File: src/rtl/ppi_uart_tx.sv
// Memory-mapped 8N1 serial transmitter with a byte FIFO; registers DATA/STATUS/DIV at BASE_ADDR..+2.
// Optional parity bit is compiled in when UART_PARITY_EN is defined.
module ppi_uart_tx #(
  parameter logic [8:0]  BASE_ADDR  = 9'h010,
  parameter int          FIFO_DEPTH = 8,
  parameter logic [15:0] DIV_RESET  = 16'd434
) (
  input  logic        CLK,
  input  logic        Reset,
  input  logic [8:0]  AddressOutIO,
  input  logic [31:0] DataOutputTowardIO,
  input  logic        WritePPI,
  output logic [31:0] DataOutPPI,
  output logic        SelPPI,
  output logic        TxD,
  output logic        TxBusy
);

  localparam int AW = $clog2(FIFO_DEPTH);
  localparam int CW = AW + 1;

  typedef enum logic [2:0] {
    S_IDLE,
    S_START,
    S_DATA,
`ifdef UART_PARITY_EN
    S_PARITY,
`endif
    S_STOP
  } state_e;

  state_e        state_q;
  logic [7:0]    shift_q;
  logic [2:0]    bit_cnt_q;
  logic [15:0]   baud_cnt_q;
  logic [15:0]   frame_div_q;
  logic          txd_q;
  logic [15:0]   div_q;
  logic [7:0]    mem_q [FIFO_DEPTH];
  logic [AW-1:0] wr_ptr_q, rd_ptr_q;
  logic [CW-1:0] count_q;
  logic          ovf_q;
`ifdef UART_PARITY_EN
  logic          par_en_q, par_odd_q;
  logic          frame_par_en_q, par_bit_q;
`endif

  logic [8:0]  offset;
  logic        wr_data, wr_stat, wr_div;
  logic        empty, full, baud_end, pop, push;
  logic [7:0]  head;
  logic [4:0]  cnt_ext;
  logic [31:0] rd_data;
  logic        unused_dat;

  // Unsigned wrap makes addresses below BASE_ADDR fall outside the 0..2 window.
  assign offset   = AddressOutIO - BASE_ADDR;
  assign SelPPI   = offset < 9'd3;
  assign wr_data  = WritePPI && (offset == 9'd0);
  assign wr_stat  = WritePPI && (offset == 9'd1);
  assign wr_div   = WritePPI && (offset == 9'd2);

  assign empty    = (count_q == '0);
  assign full     = (count_q == CW'(FIFO_DEPTH));
  assign head     = mem_q[rd_ptr_q];
  assign baud_end = (baud_cnt_q == frame_div_q - 16'd1);
  assign pop      = !empty && ((state_q == S_IDLE) || ((state_q == S_STOP) && baud_end));
  assign push     = wr_data && (!full || pop);

  assign TxD      = txd_q;
  assign TxBusy   = (state_q != S_IDLE) || !empty;

`ifdef UART_PARITY_EN
  assign unused_dat = ^DataOutputTowardIO[31:18];
`else
  assign unused_dat = ^DataOutputTowardIO[31:16];
`endif

  always_comb begin
    cnt_ext = '0;
    cnt_ext[CW-1:0] = count_q;
    rd_data = '0;
    case (offset)
      9'd1: rd_data = {23'd0, cnt_ext, ovf_q, (state_q != S_IDLE), full, empty};
      9'd2: begin
        rd_data[15:0] = div_q;
`ifdef UART_PARITY_EN
        rd_data[16] = par_en_q;
        rd_data[17] = par_odd_q;
`endif
      end
      default: rd_data = '0;
    endcase
  end

  assign DataOutPPI = SelPPI ? rd_data : 32'd0;

  always_ff @(posedge CLK) begin
    if (push) mem_q[wr_ptr_q] <= DataOutputTowardIO[7:0];
  end

  always_ff @(posedge CLK or negedge Reset) begin
    if (!Reset) begin
      wr_ptr_q  <= '0;
      rd_ptr_q  <= '0;
      count_q   <= '0;
      ovf_q     <= 1'b0;
      div_q     <= DIV_RESET;
`ifdef UART_PARITY_EN
      par_en_q  <= 1'b0;
      par_odd_q <= 1'b0;
`endif
    end else begin
      if (push) wr_ptr_q <= wr_ptr_q + AW'(1);
      if (pop)  rd_ptr_q <= rd_ptr_q + AW'(1);
      case ({push, pop})
        2'b10:   count_q <= count_q + CW'(1);
        2'b01:   count_q <= count_q - CW'(1);
        default: count_q <= count_q;
      endcase
      if (wr_stat)
        ovf_q <= 1'b0;
      else if (wr_data && full && !pop)
        ovf_q <= 1'b1;
      if (wr_div) begin
        div_q <= (DataOutputTowardIO[15:0] < 16'd2) ? 16'd2 : DataOutputTowardIO[15:0];
`ifdef UART_PARITY_EN
        par_en_q  <= DataOutputTowardIO[16];
        par_odd_q <= DataOutputTowardIO[17];
`endif
      end
    end
  end

  // Popping a byte always starts a frame, whether from IDLE or straight out of STOP.
  always_ff @(posedge CLK or negedge Reset) begin
    if (!Reset) begin
      state_q        <= S_IDLE;
      txd_q          <= 1'b1;
      shift_q        <= '0;
      bit_cnt_q      <= '0;
      baud_cnt_q     <= '0;
      frame_div_q    <= DIV_RESET;
`ifdef UART_PARITY_EN
      frame_par_en_q <= 1'b0;
      par_bit_q      <= 1'b0;
`endif
    end else if (pop) begin
      state_q        <= S_START;
      txd_q          <= 1'b0;
      shift_q        <= head;
      bit_cnt_q      <= '0;
      baud_cnt_q     <= '0;
      frame_div_q    <= div_q;
`ifdef UART_PARITY_EN
      frame_par_en_q <= par_en_q;
      par_bit_q      <= (^head) ^ par_odd_q;
`endif
    end else begin
      case (state_q)
        S_IDLE: txd_q <= 1'b1;
        S_START: begin
          if (baud_end) begin
            baud_cnt_q <= '0;
            state_q    <= S_DATA;
            txd_q      <= shift_q[0];
            shift_q    <= shift_q >> 1;
          end else begin
            baud_cnt_q <= baud_cnt_q + 16'd1;
          end
        end
        S_DATA: begin
          if (baud_end) begin
            baud_cnt_q <= '0;
            if (bit_cnt_q == 3'd7) begin
`ifdef UART_PARITY_EN
              if (frame_par_en_q) begin
                state_q <= S_PARITY;
                txd_q   <= par_bit_q;
              end else begin
                state_q <= S_STOP;
                txd_q   <= 1'b1;
              end
`else
              state_q <= S_STOP;
              txd_q   <= 1'b1;
`endif
            end else begin
              bit_cnt_q <= bit_cnt_q + 3'd1;
              txd_q     <= shift_q[0];
              shift_q   <= shift_q >> 1;
            end
          end else begin
            baud_cnt_q <= baud_cnt_q + 16'd1;
          end
        end
`ifdef UART_PARITY_EN
        S_PARITY: begin
          if (baud_end) begin
            baud_cnt_q <= '0;
            state_q    <= S_STOP;
            txd_q      <= 1'b1;
          end else begin
            baud_cnt_q <= baud_cnt_q + 16'd1;
          end
        end
`endif
        S_STOP: begin
          if (baud_end) begin
            baud_cnt_q <= '0;
            state_q    <= S_IDLE;
            txd_q      <= 1'b1;
          end else begin
            baud_cnt_q <= baud_cnt_q + 16'd1;
          end
        end
        default: begin
          state_q <= S_IDLE;
          txd_q   <= 1'b1;
        end
      endcase
    end
  end

endmodule

File: config.mk
export PLATFORM = sky130hd
export DESIGN_NAME = ppi_uart_tx
export DESIGN_NICKNAME = d
export VERILOG_FILES = /design/src/rtl/ppi_uart_tx.sv
export SDC_FILE = /design/constraint.sdc
export NUM_CORES = 1
export LEC_CHECK = 0
export ABC_AREA = 1
export CORE_MARGIN = 2
export CORE_UTILIZATION = 57
export DETAILED_ROUTE_END_ITERATION = 10
export PLACE_DENSITY = 0.8
export SYNTH_ARGS = -nofsm -noshare
export SYNTH_HDL_FRONTEND = slang
export SYNTH_SLANG_ARGS = --single-unit
File: constraint.sdc
create_clock -name CLK -period 4.1 [get_ports CLK]
set_input_delay 1.025 -clock CLK [delete_from_list [all_inputs] [get_ports CLK]]
set_output_delay 1.025 -clock CLK [all_outputs]
set_load 0.01 [all_outputs]
After elaboration in Yosys (flattened, before gate mapping)
Memories as Yosys holds them, arrays and structs flattened.
Cells that the tools add are included.
{ "totals": {"mem_count": 1, "wordCells": 100, "ram_bits": 64, "output_inout_bits": 35, "reg_bits": 74, "inputBits": 44} }
{ "memory_table": {"columns": ["name", "words", "word_bits", "read_ports", "rd_clocked_by_memory_dff", "write_ports", "line_no", "text"], "rows": [
  ["mem_q", 8, 8, 1, 0, 1, "39", "logic [7:0] mem_q [FIFO_DEPTH];"]
]} }
{ "op_classes": {"order_cmp": 2, "muxes": 32, "eq_ne": 17, "reduce_logical": 29, "n_addsub": 8} }
{ "ops": {"columns": ["cell", "count"], "rows": [
  ["$mux W16", 5],
  ["$mux W8", 4],
  ["$pmux W16 S2", 1],
  ["$mux W3", 9],
  ["$add A16 B1 Y16 const B", 1],
  ["$eq A16 B16 Y1", 1],
  ["$lt A16 B2 Y1 const B", 1],
  ["$pmux W8 S2", 1],
  ["$sub A16 B1 Y16 const B", 1],
  ["$ne A3 B3 Y1 const B", 5],
  ["$pmux W3 S4", 1],
  ["$reduce_bool A2 Y1", 5],
  ["$add A3 B1 Y3 const B", 3],
  ["$eq A9 B1 Y1 const B", 1],
  ["$eq A9 B2 Y1 const B", 1],
  ["$logic_not A9 Y1", 1],
  ["$lt A9 B2 Y1 const B", 1],
  ["$mux W1", 9],
  ["$sub A9 B5 Y9 const B", 1],
  ["$logic_and A1 B1 Y1", 8],
  ["$pmux W4 S2", 1],
  ["$eq A3 B2 Y1 const B", 2],
  ["$reduce_and A3 Y1", 2],
  ["$reduce_bool A3 Y1", 2],
  ["other kinds (16)", 21]
]} }

Longest topological paths before layout
{ "logic_depth": {"depth_word": 9, "mapped_depth": 24, "ltp_nobuf": 24} }

Worst setup path before layout
Ideal clock, no wire load.
{ "synth_path": {"path_kind": "input to register", "from": "input AddressOutIO[5]", "to": "register count_q[3]", "path_buffers": 0, "stages": 17, "required_time_ps": 3969, "arrival_ps": 3425, "setup_slack_ps": 545, "setup_time_ps": 131, "cell_sequence": "inv_1 > ha_1 > nand3_1 > or2_2 > nand2_1 > inv_1 > nand3_1 > nor4_1 > nand2_1 > ha_1 > xnor2_1 > inv_1 > a32oi_1 > inv_1 > a21oi_1 > o21ai_0 > xor2_1"} }
{ "synth_via": {"elab_chain_len": 6, "word_cells_on_any_way": 8, "classes_between": "1 x add/sub; 2 x eq/ne; 1 x mux; 4 x reduce/logical"} }
{ "synth_rtl": {"columns": ["element", "line_no", "text"], "rows": [
  ["start: declaration", "10", "input logic [8:0] AddressOutIO,"],
  ["$sub A9 B5 Y9 *", "57", "assign offset = AddressOutIO - BASE_ADDR;"],
  ["$logic_not A9 Y1 *", "59", "assign wr_data = WritePPI && (offset == 9'd0);"],
  ["$logic_and A1 B1 Y1 *", "59", null],
  ["$logic_and A1 B1 Y1 *", "68", "assign push = wr_data && (!full || pop);"],
  ["$eq A2 B1 Y1 / $eq A2 B2 Y1 (equally long branches)", "116", "case ({push, pop})"],
  ["$pmux W4 S2 / $reduce_bool A2 Y1 (equally long branches)", null, null],
  ["end signal: assignment", "117", "2'b10: count_q <= count_q + CW'(1);"],
  ["end signal: assignment", "118", "2'b01: count_q <= count_q - CW'(1);"],
  ["end signal: assignment", "119", "default: count_q <= count_q;"],
  ["end: declaration", "41", "logic [CW-1:0] count_q;"]
]} }
Mark *: on every way between the ends. The rest lies on a longest branch, timed or not.
A chain may end at the register's enable or synchronous reset.

Worst setup path after layout
{ "layout_path": {"from": "input AddressOutIO[4]", "to": "output DataOutPPI[11]"} }
{ "layout_via": {"elab_chain_len": 4, "word_cells_on_any_way": 6, "classes_between": "1 x add/sub; 1 x order compare; 2 x eq/ne; 2 x mux"} }
{ "layout_rtl": {"columns": ["element", "line_no", "text"], "rows": [
  ["$sub A9 B5 Y9 *", "57", null],
  ["branches (longest 2 deep; another with $lt A9 B2 Y1)", null, null],
  ["$mux W16 *", "96", "assign DataOutPPI = SelPPI ? rd_data : 32'd0;"],
  ["end: declaration", "13", "output logic [31:0] DataOutPPI,"]
]} }
Mark *: on every way between the ends.

==> impl_metrics.toml <==
[clock_network]
cts_made_buffers = 17
cts_hold_buffers = 0
tritoncts = "built"
clk_latency_ns = 0.42
cts-root-buf = "clkbuf_16"
cts_buffer_depth = 2
cts_sinks = 137
cts_htree_levels = 4
clk_pin_slew_ns = 0.06

[global_routing]
grt_use_met3 = 0.0479
grt_pass1_wl_um = 27000
grt_overflow = 0
use_met1 = 0.358
grtUsageMet2 = 0.400
antenna_found_initial = 0
grt_pass1_vias = 5592
grt_max_degree = 74
top_usage_layer = "met2"
track_usage = 0.255

[worst_setup_path]
critPathTopFamily = "buffers and inverters"
crit_cells = 13
slowest_delay_ns = 0.49
path_common_cell = "inv_2"
cp.required_ns = 3.07
rr_worst_depth = 23
cp_slowest_cell = "clkdlybuf4s50_1"
crit_buf_inv = 6
critical_path.max_fanout = 9
path_cells = "clkdlybuf4s50_1 -> inv_2 -> ha_1 -> nand3_1 -> or2_2 -> nand2_1 -> inv_2 -> nand3_2 -> nor3_4 -> buf_12 -> inv_2 -> nor3_1 -> clkbuf_2"
end_kind = "primary output"
cp.arrival_ns = 2.94
crit_path_start_kind = "primary input"
critPathKind = "primary input to primary output"

[placement]
post-dp-hpwl_um = 11000
dp_worst_setup_slack_ns = -0.379
io_buffer_count = 46
routabilityCongestion = 0.866

[logic_synthesis]
synthTopCellsByArea = "edfxtp_1 (26%), dfrtp_1 (21%), nand2_1 (9.9%)"
synth-edff-count = 64
synth_top_area_cell = "edfxtp_1"
syn_area_per_cell_um2 = 8.71
yosysMostFrequentCell = "nand2_1"
async_flop_share = 0.533
synthCells = 839
yosys_warnings = 0
yosys.area.top_type_share = 0.263
seq_area_frac_synth = 0.515
syn_area_um2 = 7310
ys_types = 46
synthTopCellsByCount = "nand2_1 (192), inv_1 (81), nor2_1 (76), edfxtp_1 (64), nand3_1 (63)"
synth_flop_cell = "edfxtp_1"
synth_seq_cells = 137

[final_layout]
area_growth_pct = 17.9
final_nets = 971
drive_above_1_share = 0.151
fillers = 946
n_antenna_cell = 0

[die]
coreArea_um2 = 12600
die_w_um = 117
ios = 79
die_area_um2 = 13700
fp.dieH_um = 117
rows = 41
start_util = 0.582

[route]
drc = 0
drt_iter0_markers = 507
via_count = 5982
drt-total-wl_um = 16300
drt_first_pass_iters = 5
via_per_inst = 5.45
wl_per_cell_um = 14.9
ant_nets = 0

[timing]
setup_tns_ns = 0
fin_skew_ns = 0.00865
report.final.slew_viol_count = 0
rsz0062_at_grt = "true"
max_freq_mhz = 252
finalHoldViolCount = 0
whs_ns = 0.482
max_slew_margin = 0.347
fin_crit_ns = 3.97
fin_crit_sh = 0.967
worst_slack_ns = 0.134
setup_viol = 0
worst_slew_pin_slew_ns = 0.978

[hold_path]
worstHoldPathType = "flop to flop"
min_path_cells = 2

[power_and_ir_drop]
p_per_area_nw_per_um2 = 359
p_leak_nw = 3.65
peakVddDrop_mv = 0.286
power_mw = 3.10

[flow_run]
maxCapViolations = 0

[run_status]
outcome = "completed"
[per-stage QoR]
stage | util | std cells | area [um^2]
final | 0.686 | 1097 | 8620
after global routing | 0.686 | 1097 | 8620
after CTS | 0.687 | 1096 | 8640
after detailed placement | 0.640 | 1064 | 8050
after global placement | 0.640 | 1064 | 8050
after floorplan | - | 854 | 7370
[final cells by class]
class | instances | area (um^2) | share of cell area
Timing Repair Buffer | 79 | 644 | 0.0748
Tap cell | 172 | 215 | 0.0250
Clock inverter | 15 | 165 | 0.0192
Inverter | 92 | 345 | 0.0401
Multi-Input combinational cell | 585 | 3060 | 0.355
Sequential cell | 137 | 3760 | 0.436
Clock buffer | 17 | 425 | 0.0494
[repair_timing]
action                                  in CTS  in global routing
cloned                                       0                  0
buffers inserted                             0                  1
pin swaps                                    1                  2
resized for setup                           31                 43
endpoints found under the setup margin      17                 17
[report_power, final]
group          internal [mW]  total, mW  switching (mW)
clock                  0.907       1.52           0.615
combinational         0.0450      0.110          0.0646
sequential              1.45       1.46         0.00948
total                   2.41       3.10           0.689
[flip-flops by register name (all words and copies together) (netlist names)]
name and cells:
count_q 4, frame_div_q 16, bit_cnt_q 3, baud_cnt_q 16, shift_q 8, mem_q 64, ovf_q 1, state_q 2
rd_ptr_q 3, wr_ptr_q 3, TxD 1, div_q 16
[worst min-delay path, delay by kind of cell, from the launching register on]
family / cells / cell delay, ns
AND/OR/NAND/NOR: 2 / 0.10
flip-flops: 1 / 0.38
[final timing paths]
kind / from / end / slack [ns]
min reg2reg: div_q[4] / div_q[4] / 0.48
min in group asynchronous: Reset / count_q[1] / 0.73
min: div_q[4] / div_q[4] / 0.48
max in group asynchronous: Reset / shift_q[1] / 2.78
max: AddressOutIO[4] / DataOutPPI[11] / 0.13
max reg2reg: frame_div_q[0] / count_q[3] / 0.47
[cells in the final DEF, fill, tap and decap left out, drive strengths merged, types with 10 or more instances in the layout]
cell type / n
clkdlybuf4s50: 28
xnor2: 10
dfrtp: 62
o22ai: 10
conb: 16
dfstp: 11
a21oi: 34
inv: 94
nand3: 65
nor3: 19
buf: 44
edfxtp: 64
xor2: 25
nor2: 85
o21ai: 74
ha: 15
nand2: 197
clkbuf: 23
[kinds of logic (layout without fill, tap and decap cells)]
family | after synthesis | in the layout | synth area share
compound gates | 134 | 134 | 0.106
xor+xnor | 35 | 35 | 0.0419
fa+ha+maj | 15 | 15 | 0.0257
buf+inv | 132 | 203 | 0.0810
flops | 137 | 137 | 0.515
other cells | 1 | 16 | 0.000513
simple gates | 385 | 385 | 0.231
[per-layer routing]
metal,vias up,part of all wire
li1,2912,-
met4,0,0.024
met3,34,0.072
met5,-,0
met1,2785,0.43
met2,251,0.47
Note: power is estimated with default switching activity, not from simulation.
